`src/rtl/csr_apb_arbiter.sv`:
```
// csr_apb_arbiter: two-requester round-robin APB master front-end
// for the CSR slave; one transfer in flight, per-transfer timeout.
module csr_apb_arbiter #(
   parameter int DATA_WIDTH  = 32,
   parameter int ADDR_WIDTH  = 32,
   parameter int TIMEOUT_CYC = 16
) (
   input  logic                  pclk,
   input  logic                  hrst,
   input  logic                  req0_valid,
   input  logic                  req0_write,
   input  logic [ADDR_WIDTH-1:0] req0_addr,
   input  logic [DATA_WIDTH-1:0] req0_wdata,
   output logic                  req0_gnt,
   output logic                  req0_done,
   output logic                  req0_err,
   input  logic                  req1_valid,
   input  logic                  req1_write,
   input  logic [ADDR_WIDTH-1:0] req1_addr,
   input  logic [DATA_WIDTH-1:0] req1_wdata,
   output logic                  req1_gnt,
   output logic                  req1_done,
   output logic                  req1_err,
   output logic [DATA_WIDTH-1:0] rsp_rdata,
   output logic                  busy,
   output logic                  psel,
   output logic                  penable,
   output logic                  pwrite,
   output logic [ADDR_WIDTH-1:0] paddr,
   output logic [DATA_WIDTH-1:0] pwdata,
   input  logic [DATA_WIDTH-1:0] prdata,
   input  logic                  pready
);

   typedef enum logic [1:0] {
      IDLE   = 2'd0,
      SETUP  = 2'd1,
      ACCESS = 2'd2
   } state_t;

   // Abort fires on the last allowed low-ready ACCESS cycle.
   localparam logic [7:0] TO_LAST = 8'(TIMEOUT_CYC - 1);

   state_t                state_q, state_d;
   logic [7:0]            cnt_q, cnt_d;
   logic                  last_q, last_d;
   logic                  owner_q, owner_d;
   logic                  pwrite_q, pwrite_d;
   logic [ADDR_WIDTH-1:0] paddr_q, paddr_d;
   logic [DATA_WIDTH-1:0] pwdata_q, pwdata_d;
   logic [DATA_WIDTH-1:0] rdata_q, rdata_d;
   logic [1:0]            done_q, done_d;
   logic [1:0]            err_q, err_d;

   logic any_v;
   logic pick1;
   logic take;
   logic acc_ok;
   logic acc_to;
   logic fin;

   // Round-robin pick: on a tie the side that did not win last goes.
   always_comb begin
      any_v = req0_valid | req1_valid;
      if (req0_valid && req1_valid) begin
         pick1 = ~last_q;
      end else begin
         pick1 = req1_valid;
      end
      take = (state_q == IDLE) && any_v && !hrst;
   end

   // Transfer ends on pready or when the wait budget runs out.
   always_comb begin
      acc_ok = (state_q == ACCESS) && pready;
      acc_to = (state_q == ACCESS) && !pready
               && (cnt_q == TO_LAST);
      fin    = acc_ok | acc_to;
   end

   // FSM state register.
   always_ff @(posedge pclk or posedge hrst) begin
      if (hrst) begin
         state_q <= IDLE;
      end else begin
         state_q <= state_d;
      end
   end

   // FSM next state.
   always_comb begin
      state_d = state_q;
      unique case (state_q)
         IDLE: begin
            if (take) begin
               state_d = SETUP;
            end
         end
         SETUP: begin
            state_d = ACCESS;
         end
         ACCESS: begin
            if (fin) begin
               state_d = IDLE;
            end
         end
         default: begin
            state_d = IDLE;
         end
      endcase
   end

   // FSM outputs: grant pulse and APB phase strobes.
   always_comb begin
      req0_gnt = take & ~pick1;
      req1_gnt = take & pick1;
      psel     = (state_q != IDLE);
      penable  = (state_q == ACCESS);
      busy     = (state_q != IDLE);
   end

   // Datapath next values: latch on grant, report on completion.
   always_comb begin
      owner_d  = owner_q;
      pwrite_d = pwrite_q;
      paddr_d  = paddr_q;
      pwdata_d = pwdata_q;
      rdata_d  = rdata_q;
      last_d   = last_q;
      cnt_d    = 8'd0;
      done_d   = 2'b00;
      err_d    = 2'b00;
      if (take) begin
         owner_d = pick1;
         if (pick1) begin
            pwrite_d = req1_write;
            paddr_d  = req1_addr;
            pwdata_d = req1_wdata;
         end else begin
            pwrite_d = req0_write;
            paddr_d  = req0_addr;
            pwdata_d = req0_wdata;
         end
      end
      if ((state_q == ACCESS) && !pready && !acc_to) begin
         cnt_d = cnt_q + 8'd1;
      end
      if (fin) begin
         done_d[owner_q] = 1'b1;
         err_d[owner_q]  = acc_to;
         last_d          = owner_q;
      end
      if (acc_ok) begin
         rdata_d = pwrite_q ? '0 : prdata;
      end else if (acc_to) begin
         rdata_d = '0;
      end
   end

   // Datapath registers.
   always_ff @(posedge pclk or posedge hrst) begin
      if (hrst) begin
         cnt_q    <= 8'd0;
         last_q   <= 1'b1;
         owner_q  <= 1'b0;
         pwrite_q <= 1'b0;
         paddr_q  <= '0;
         pwdata_q <= '0;
         rdata_q  <= '0;
         done_q   <= 2'b00;
         err_q    <= 2'b00;
      end else begin
         cnt_q    <= cnt_d;
         last_q   <= last_d;
         owner_q  <= owner_d;
         pwrite_q <= pwrite_d;
         paddr_q  <= paddr_d;
         pwdata_q <= pwdata_d;
         rdata_q  <= rdata_d;
         done_q   <= done_d;
         err_q    <= err_d;
      end
   end

   assign pwrite    = pwrite_q;
   assign paddr     = paddr_q;
   assign pwdata    = pwdata_q;
   assign rsp_rdata = rdata_q;
   assign req0_done = done_q[0];
   assign req1_done = done_q[1];
   assign req0_err  = err_q[0];
   assign req1_err  = err_q[1];

endmodule

```
`config.mk`:
```
export PLATFORM = sky130hd
export DESIGN_NAME = csr_apb_arbiter
export DESIGN_NICKNAME = d
export VERILOG_FILES = /design/src/rtl/csr_apb_arbiter.sv
export SDC_FILE = /design/constraint.sdc
export NUM_CORES = 1
export LEC_CHECK = 0
export ABC_AREA = 1
export CORE_MARGIN = 5
export CORE_UTILIZATION = 36
export DETAILED_ROUTE_END_ITERATION = 16
export PLACE_DENSITY = 0.83
export SYNTH_ARGS = -nofsm -noshare
export SYNTH_HDL_FRONTEND = slang
export SYNTH_SLANG_ARGS = --single-unit
```
`constraint.sdc`:
```
create_clock -name pclk -period 3.7 [get_ports pclk]
set_clock_uncertainty 0.2 [all_clocks]
set_input_delay 0.37 -clock pclk [delete_from_list [all_inputs] [get_ports pclk]]
set_output_delay 0.37 -clock pclk [all_outputs]
set_load 0.1 [all_outputs]
```
== After elaboration in Yosys (flattened, before gate mapping) ==
Index checks and enable logic that the tools add are counted.

* Flip-flop bits (word level): 113
* Latch bits: 0
* Bits in writable memories: 0
* Bits in read-only memories: 0
* Bits of input ports: 167
* Output and inout port bits: 106
* Word-level logic and storage cells: 55
* Memories kept: 0

* Add/sub/neg operators: 1
* Multipliers: 0
* Divide/modulo/power cells: 0
* Order comparisons: 2
* Equality and inequality tests: 5
* Shift operators: 0
* Multiplexer cells: 15
* Bitwise gates (word level): 7
* Reductions and logical operators: 15

{| class="wikitable"
|+ Operator list
! cell !! number
|-
| 32-bit 2-to-1 mux || 5
|-
| 8-bit by 1-bit adder with 8-bit output, second input constant || 1
|-
| 8-bit by 4-bit equality test with 1-bit output, second input constant || 1
|-
| 1-bit logical AND || 8
|-
| 2-bit 2-to-1 mux || 4
|-
| 8-bit 2-to-1 mux || 1
|-
| 2-bit one-hot mux with 3 select lines || 1
|-
| 2-bit nonzero test || 2
|-
| 1-bit zero test || 3
|-
| 1-bit 2-to-1 mux || 3
|-
| 1-bit bitwise AND || 2
|-
| 2-bit bitwise AND || 1
|-
| 2-bit by 1-bit equality test with 1-bit output, second input constant || 1
|-
| 2-bit equality test, second input constant || 1
|-
| 2-bit zero test || 1
|-
| 1-bit by 2-bit less-than comparator with 1-bit output, second input constant || 1
|-
| 2-bit by 1-bit != test with 1-bit output, second input constant || 1
|-
| 2-bit != test, second input constant || 1
|-
| 1-bit inverter || 2
|-
| 1-bit OR || 2
|-
| 2-bit AND reduction || 1
|-
| 1-bit demux with 1-bit select || 1
|-
| 1-bit greater-or-equal comparator, second input constant || 1
|}

== Depth between registers and ports, before layout ==
Gate-level depths: netlist of the first run.

* Depth in word-level cells: 6
* Mapped depth: 9
* Mapped depth without buffers: 7

== Worst setup path after synthesis of the first run ==
No wires, ideal clock.

* Kind: reg-to-output
* Start: register state_q[0]
* End: output req0_gnt
* Arrival time: 2902 ps
* Required time: 3130 ps
* Path slack: 228 ps
* Stages on the path, launching flop included: 7
* Path buffers: 1
* Cell sequence: dfrtp_1 -> inv_2 -> nand2_1 -> nor2_2 -> o21ai_2 -> clkbuf_1 -> nor2_1

* Word-level cells in the longest chain between the ends: 4

{| class="wikitable"
|+ RTL lines
! element !! RTL line !! RTL
|-
| start, declared || 44 || <nowiki>state_t state_q, state_d;</nowiki>
|-
| start signal, assigned || 86 || <nowiki>state_q <= state_d;</nowiki>
|-
| 2-bit zero test || 70 || <nowiki>take = (state_q == IDLE) && any_v && !hrst;</nowiki>
|-
| 1-bit logical AND (2 in series) || 70 ||
|-
| 1-bit bitwise AND || 115 || <nowiki>req0_gnt = take & ~pick1;</nowiki>
|-
| end, declared || 14 || <nowiki>output logic req0_gnt,</nowiki>
|}

No other way between the ends.

== Worst setup path in the final report of the first run ==
* Start: register state_q[0]
* End: output busy

* Word-level cells in the longest chain between the ends: 1

{| class="wikitable"
|+ RTL lines
! element !! RTL line !! RTL
|-
| 2-bit nonzero test || 119 || <nowiki>busy = (state_q != IDLE);</nowiki>
|-
| end, declared || 25 || <nowiki>output logic busy,</nowiki>
|}

No other way between the ends.

==> reports/metrics.cfg, run 1 <==
[global_route]
grt_max_degree = 66
initial_antenna_violation_count = 1
grt_util_all_layers_pct = 19.01
global_route_total_overflow = 0
grt_pass1_vias = 5182
grt_pass1_wl_um = 25170

[routing]
final_antenna_violating_net_count = 0
total_via_count_after_detailed_routing = 5326
drt_iter0_markers = 239
route.detailed.wl_per_inst_um = 14.31
tritonroute_pass_1_iters = 4
drcViolationCount = 0
routed_wirelength_um = 16650
detail_route.vias_per_cell = 4.580

[critical_path]
cp_num_buf_inv = 2
cp.required_ns = 3.13
timing_worst_setup_path_type = flop to primary output
cp_data_arrival_time_ns = 2.16
worst-path-max-fanout = 3
end_kind = primary output
worst_path_dominant_cell_family = buffers and inverters
worstPathCellList = inv_2 > nand2_1 > clkdlybuf4s50_1
worst_path_max_delay_cell = clkdlybuf4s50_1
critPathMaxStageDelay_ns = 1.17
cp-start-kind = flop

[clock_tree]
cts_post_setup_buffers_inserted = 0
tritoncts = done
cts.reportedPaths.clkPinSlew_ns = 0.05
clock_path_buffers = 2
number_of_h_tree_branching_levels = 4
worst_skew_pair.late_latency_ns = 0.40
cts_inserted_buffers = 17
post_cts_resize_count = 0
cts-root-buf = clkbuf_16
clock_sinks = 113
ctsHoldBuffers = 0

[finish]
area_delta_synth_final_pct = 67.03
layout_common_cells = 469 x nand2_1, 270 x clkdlybuf4s50_1, 112 x dfrtp_1
finish.net_count = 1134
mostFrequentLayoutCell = nand2_1
diodes = 0
area_of_all_placed_cells_without_fillers_um2 = 8705
drive_gt1_share_pct = 5.618

[placed_design]
placed_cell_area_um2 = 8069
buffer_ports.inserted = 272
dp_worst_setup_slack_ns = 1.206
routabilityCongestion = 0.8009
placed_wire_length_estimate_um = 12340

[synthesis]
yosysUniqueCellTypes = 22
postSynthCellCount = 706
syn_area_um2 = 5211
synthesis.area_per_instance_um2 = 7.381
synth_seq_cells = 113
synth.yosys.seq_area_share_pct = 54.29
postSynthNetCount = 874
yosys_warnings = 0

[floorplanning]
io_pins = 273
core_footprint_um2 = 14370
die_footprint_um2 = 16980
die_span_y_um = 130.3
row_count = 44
initial_utilization_pct = 36.27
die_width_um = 130.3

[run]
timing.max_cap.violations = 0

[power_and_ir_drop]
vdd_drop_max_mv = 0.4883
power.static_leakage_nw = 4.392
power_mw = 9.438
power_density_nw_per_um2 = 1084

[timing]
final-setup-viol-count = 0
setup_total_negative_slack_ns = 0
clock_period_minus_final_worst_setup_slack_ns = 2.734
final.setup.worst_slack_ns = 0.9660
fmaxAchievable_mhz = 365.8
worst_pin_slew_ns = 1.109
timing.final.crit_share_pct = 73.89
number_of_pins_with_negative_max_slew_slack_in_the_final_report = 0
grt_setup_unrepaired = no
slew_headroom_pct = 25.81
report.final.hold_viol_count = 0

[run_status]
result_of_the_run = completed

[worst_hold_path]
holdCritPathClass = primary input to asynchronous set/reset pin

==> worst paths after layout <==
kind                                 start             to  slack (ns)  cells past startpoint
worst max-delay path            state_q[0]           busy        0.97                      3
max in group asynchronous             hrst         last_q        2.25                      3
min in group pclk                pwdata[1]      pwdata[1]        0.28                      2
worst max register to register  state_q[0]      paddr[12]        1.53                      8
worst min register to register   pwdata[1]      pwdata[1]        0.28                      2
worst min-delay path                  hrst  rsp_rdata[21]        0.27                      2
==> final cells by class <==
class / instances / area, um^2
multi-input combinational: 541 / 2147
tap: 184 / 230.2
clock inverter: 13 / 182.7
sequential: 113 / 2829
inverter: 14 / 55.05
timing repair buffer: 279 / 2808
fill: 1291 / 5664
clock buffer: 19 / 452.9
==> metal layers <==
metal	vias to the layer above	global-route usage, %	wire length [um]
li1	2664	-	-
met1	2431	21.59	6331
met2	206	32.89	8244
met3	23	7.614	1803
met4	2	5.807	247
met5	-	0	20
==> Yosys cell counts <==
master	number	share of area, %
ha_1	1	0.24
nand2_2	2	0.24
nand3b_1	1	0.14
a21oi_1	3	0.29
nor3_1	4	0.38
nor2_2	3	0.36
nor2_1	14	1.0
dfrtp_1	112	54
buf_2	22	2.1
xor2_1	2	0.34
o21bai_1	1	0.14
o21ai_2	2	0.34
nand4_1	1	0.12
nand3_1	35	3.4
nand2_1	470	34
o21ai_0	2	0.19
inv_2	3	0.22
clkbuf_1	8	0.58
inv_1	11	0.79
buf_4	6	0.86
buf_1	2	0.14
dfstp_2	1	0.50
==> through the flow <==
| step | hold slack (ns) | util, % | std cells |
|---|---|---|---|
| 3_3_place_gp | 0.2611 | 56.16 | 1131 |
| 3_5_place_dp | 0.2643 | 56.16 | 1131 |
| 4_1_cts | 0.2786 | 60.58 | 1163 |
| 2_1_floorplan | 0.2432 | - | 706 |
| 6_report | 0.2674 | 60.58 | 1163 |
| 5_1_grt | 0.2932 | 60.58 | 1163 |
==> cells by family after synthesis <==
family                     synth area share, %
adders and majority gates               0.2401
buffers and inverters                    4.706
xor gates and xnor gates                0.3362
and+or+nand+nor                          39.47
AOI/OAI and AO/OA                       0.9604
DFF                                      54.29
==> power breakdown <==
group          internal, mW  total [mW]  switching (mW)
sequential             1.73        2.01           0.285
combinational          1.23        5.70            4.46
clock                  1.16        1.73           0.567
total                  4.12        9.44            5.31
==> state kept, by name (all words and copies together), names as in the netlist <==
signal     cells
cnt_q          8
rsp_rdata     32
pwrite         1
owner_q        1
state_q        2
pwdata        32
paddr         32
last_q         1
err_q          2
done_q         2
Power figures use the tool's default switching activity.
==> run 2: changes to the inputs <==
==> constraint.sdc (replaced) <==
create_clock -name pclk -period 2.4 [get_ports pclk]
set_clock_uncertainty 0.2 [all_clocks]
set_input_delay 0.24 -clock pclk [delete_from_list [all_inputs] [get_ports pclk]]
set_output_delay 0.24 -clock pclk [all_outputs]
set_load 0.1 [all_outputs]
==> reports/metrics.cfg, run 2 (synthesis gave the netlist of run 1 again) <==
[critical_path]
cp-start-kind = flop
reg2reg_setup_slack_ns = 0.61
worst-path-max-fanout = 7
cp_data_arrival_time_ns = 1.55
worst_setup_path_startpoint = state_q[1]
rr_endpoint = done_q[1]
reg2regPathDepth = 8
crit_path_end = req0_gnt
cp.required_ns = 1.96
critical_path.reg2reg.startpoint = cnt_q[0]
timing_worst_setup_path_type = flop to primary output
end_kind = primary output

[routing]
routed_wire_length_on_met2_um = 8022
detail_route.vias_per_cell = 4.501
met3_wire_length_um = 1611
drcViolationCount = 0
m1WireLength_um = 6416
route.detailed.wl_per_inst_um = 13.92
final_antenna_violating_net_count = 0
tritonroute_pass_1_iters = 6
route.top_layer_used = met4
drt_iter0_markers = 145
routed_wirelength_um = 16200
total_via_count_after_detailed_routing = 5239

[floorplanning]
initial_utilization_pct = 36.27
io_pins = 273
core_footprint_um2 = 14370
die_width_um = 130.3
die_footprint_um2 = 16980
row_count = 44
die_span_y_um = 130.3

[placed_design]
buffer_ports.inserted = 272
place_inst = 1132
routabilityCongestion = 0.7821
placed_wire_length_estimate_um = 11650

[worst_hold_path]
holdCritPathClass = primary input to flop

[finish]
diodes = 0
area_delta_synth_final_pct = 62.40
mostFrequentLayoutCell = nand2_1
layout.cells.non_filler = 1164
drive_gt1_share_pct = 16.33
finish.net_count = 1135
layout_common_cells = 468 x nand2_1, 166 x clkdlybuf4s50_1, 112 x dfrtp_1

[clock_tree]
cts_inserted_buffers = 17
number_of_h_tree_branching_levels = 4
worst_skew_pair.late_latency_ns = 0.40
cts.reportedPaths.clkPinSlew_ns = 0.05
ctsHoldBuffers = 0
post_cts_resize_count = 0
clock_sinks = 113
clock_path_buffers = 2
tritoncts = done
cts_post_setup_buffers_inserted = 0
cts-root-buf = clkbuf_16

[timing]
worst_pin_slew_ns = 0.5934
clock_period_minus_final_worst_setup_slack_ns = 1.986
setup_total_negative_slack_ns = 0
fmaxAchievable_mhz = 503.4
timing.hold.ws_ns = 0.1768
slew_headroom_pct = 60.44
timing.final.crit_share_pct = 82.77
number_of_pins_with_negative_max_slew_slack_in_the_final_report = 0
final-setup-viol-count = 0
grt_setup_unrepaired = no
report.final.hold_viol_count = 0

[global_route]
grt_util_all_layers_pct = 18.44
initial_antenna_violation_count = 0
grt_pass1_vias = 4904
global_route_total_overflow = 0
grt_max_degree = 114
grt_pass1_wl_um = 24460

[run]
timing.max_cap.violations = 0

[run_status]
result_of_the_run = completed

run 2: cell count changes in the layout (fill, tap and decap cells not counted), moves of 2 or more:
cell	before	now
clkdlybuf4s50_1	270	166
buf_4	6	107
buf_12	3	7
bufinv_16	4	2
clkbuf_1	0	2
inv_6	2	0
run 2: cell type report:
cell class	count	area, um^2
Tap cell	184	230.2
Clock buffer	22	474.2
Clock inverter	10	111.4
Sequential cell	113	2829
Fill cell	1295	5906
Timing Repair Buffer	280	2605
Multi-Input combinational cell	541	2157
Inverter	14	56.30
run 2: critical path: stages, from the launching register on:
cell and delay, ns:
dfrtp_1 0.39, inv_2 0.08, nand2_2 0.09, nor2_2 0.15, o21ai_4 0.13, nor2_4 0.12
buf_12 0.18
run 2: worst min-delay path by stage:
| stage | from | slack [ns] | cells after the start | endpoint |
|---|---|---|---|---|
| after floorplan | prdata[29] | 0.16 | 2 | rsp_rdata[29] |
| after global placement | state_q[1] | 0.26 | 1 | state_q[1] |
| after detailed placement | state_q[1] | 0.27 | 1 | state_q[1] |
| after CTS | prdata[13] | 0.16 | 3 | rsp_rdata[13] |
| after global routing | prdata[6] | 0.17 | 3 | rsp_rdata[6] |
| final | prdata[13] | 0.18 | 3 | rsp_rdata[13] |
run 2: per-layer routing:
metal | track usage [%] | up-vias
met5 | 0 | -
met4 | 5.746 | 0
met3 | 6.304 | 12
met2 | 31.53 | 190
met1 | 21.89 | 2374
li1 | - | 2663
run 2: stage by stage:
| stage | setup slack [ns] | instance area, um^2 | util [%] |
|---|---|---|---|
| after global routing | 0.2954 | 8463 | 58.90 |
| after CTS | 0.3771 | 8463 | 58.90 |
| final | 0.4135 | 8463 | 58.90 |
| after floorplan | 0.1303 | 5225 | - |
| after global placement | 0.4886 | 7878 | 54.82 |
| after detailed placement | 0.4821 | 7878 | 54.82 |
Power of run 2 is left out: the tool's default activity adds up to more than one toggle a clock period on the data nets, which glitch-free logic cannot reach.
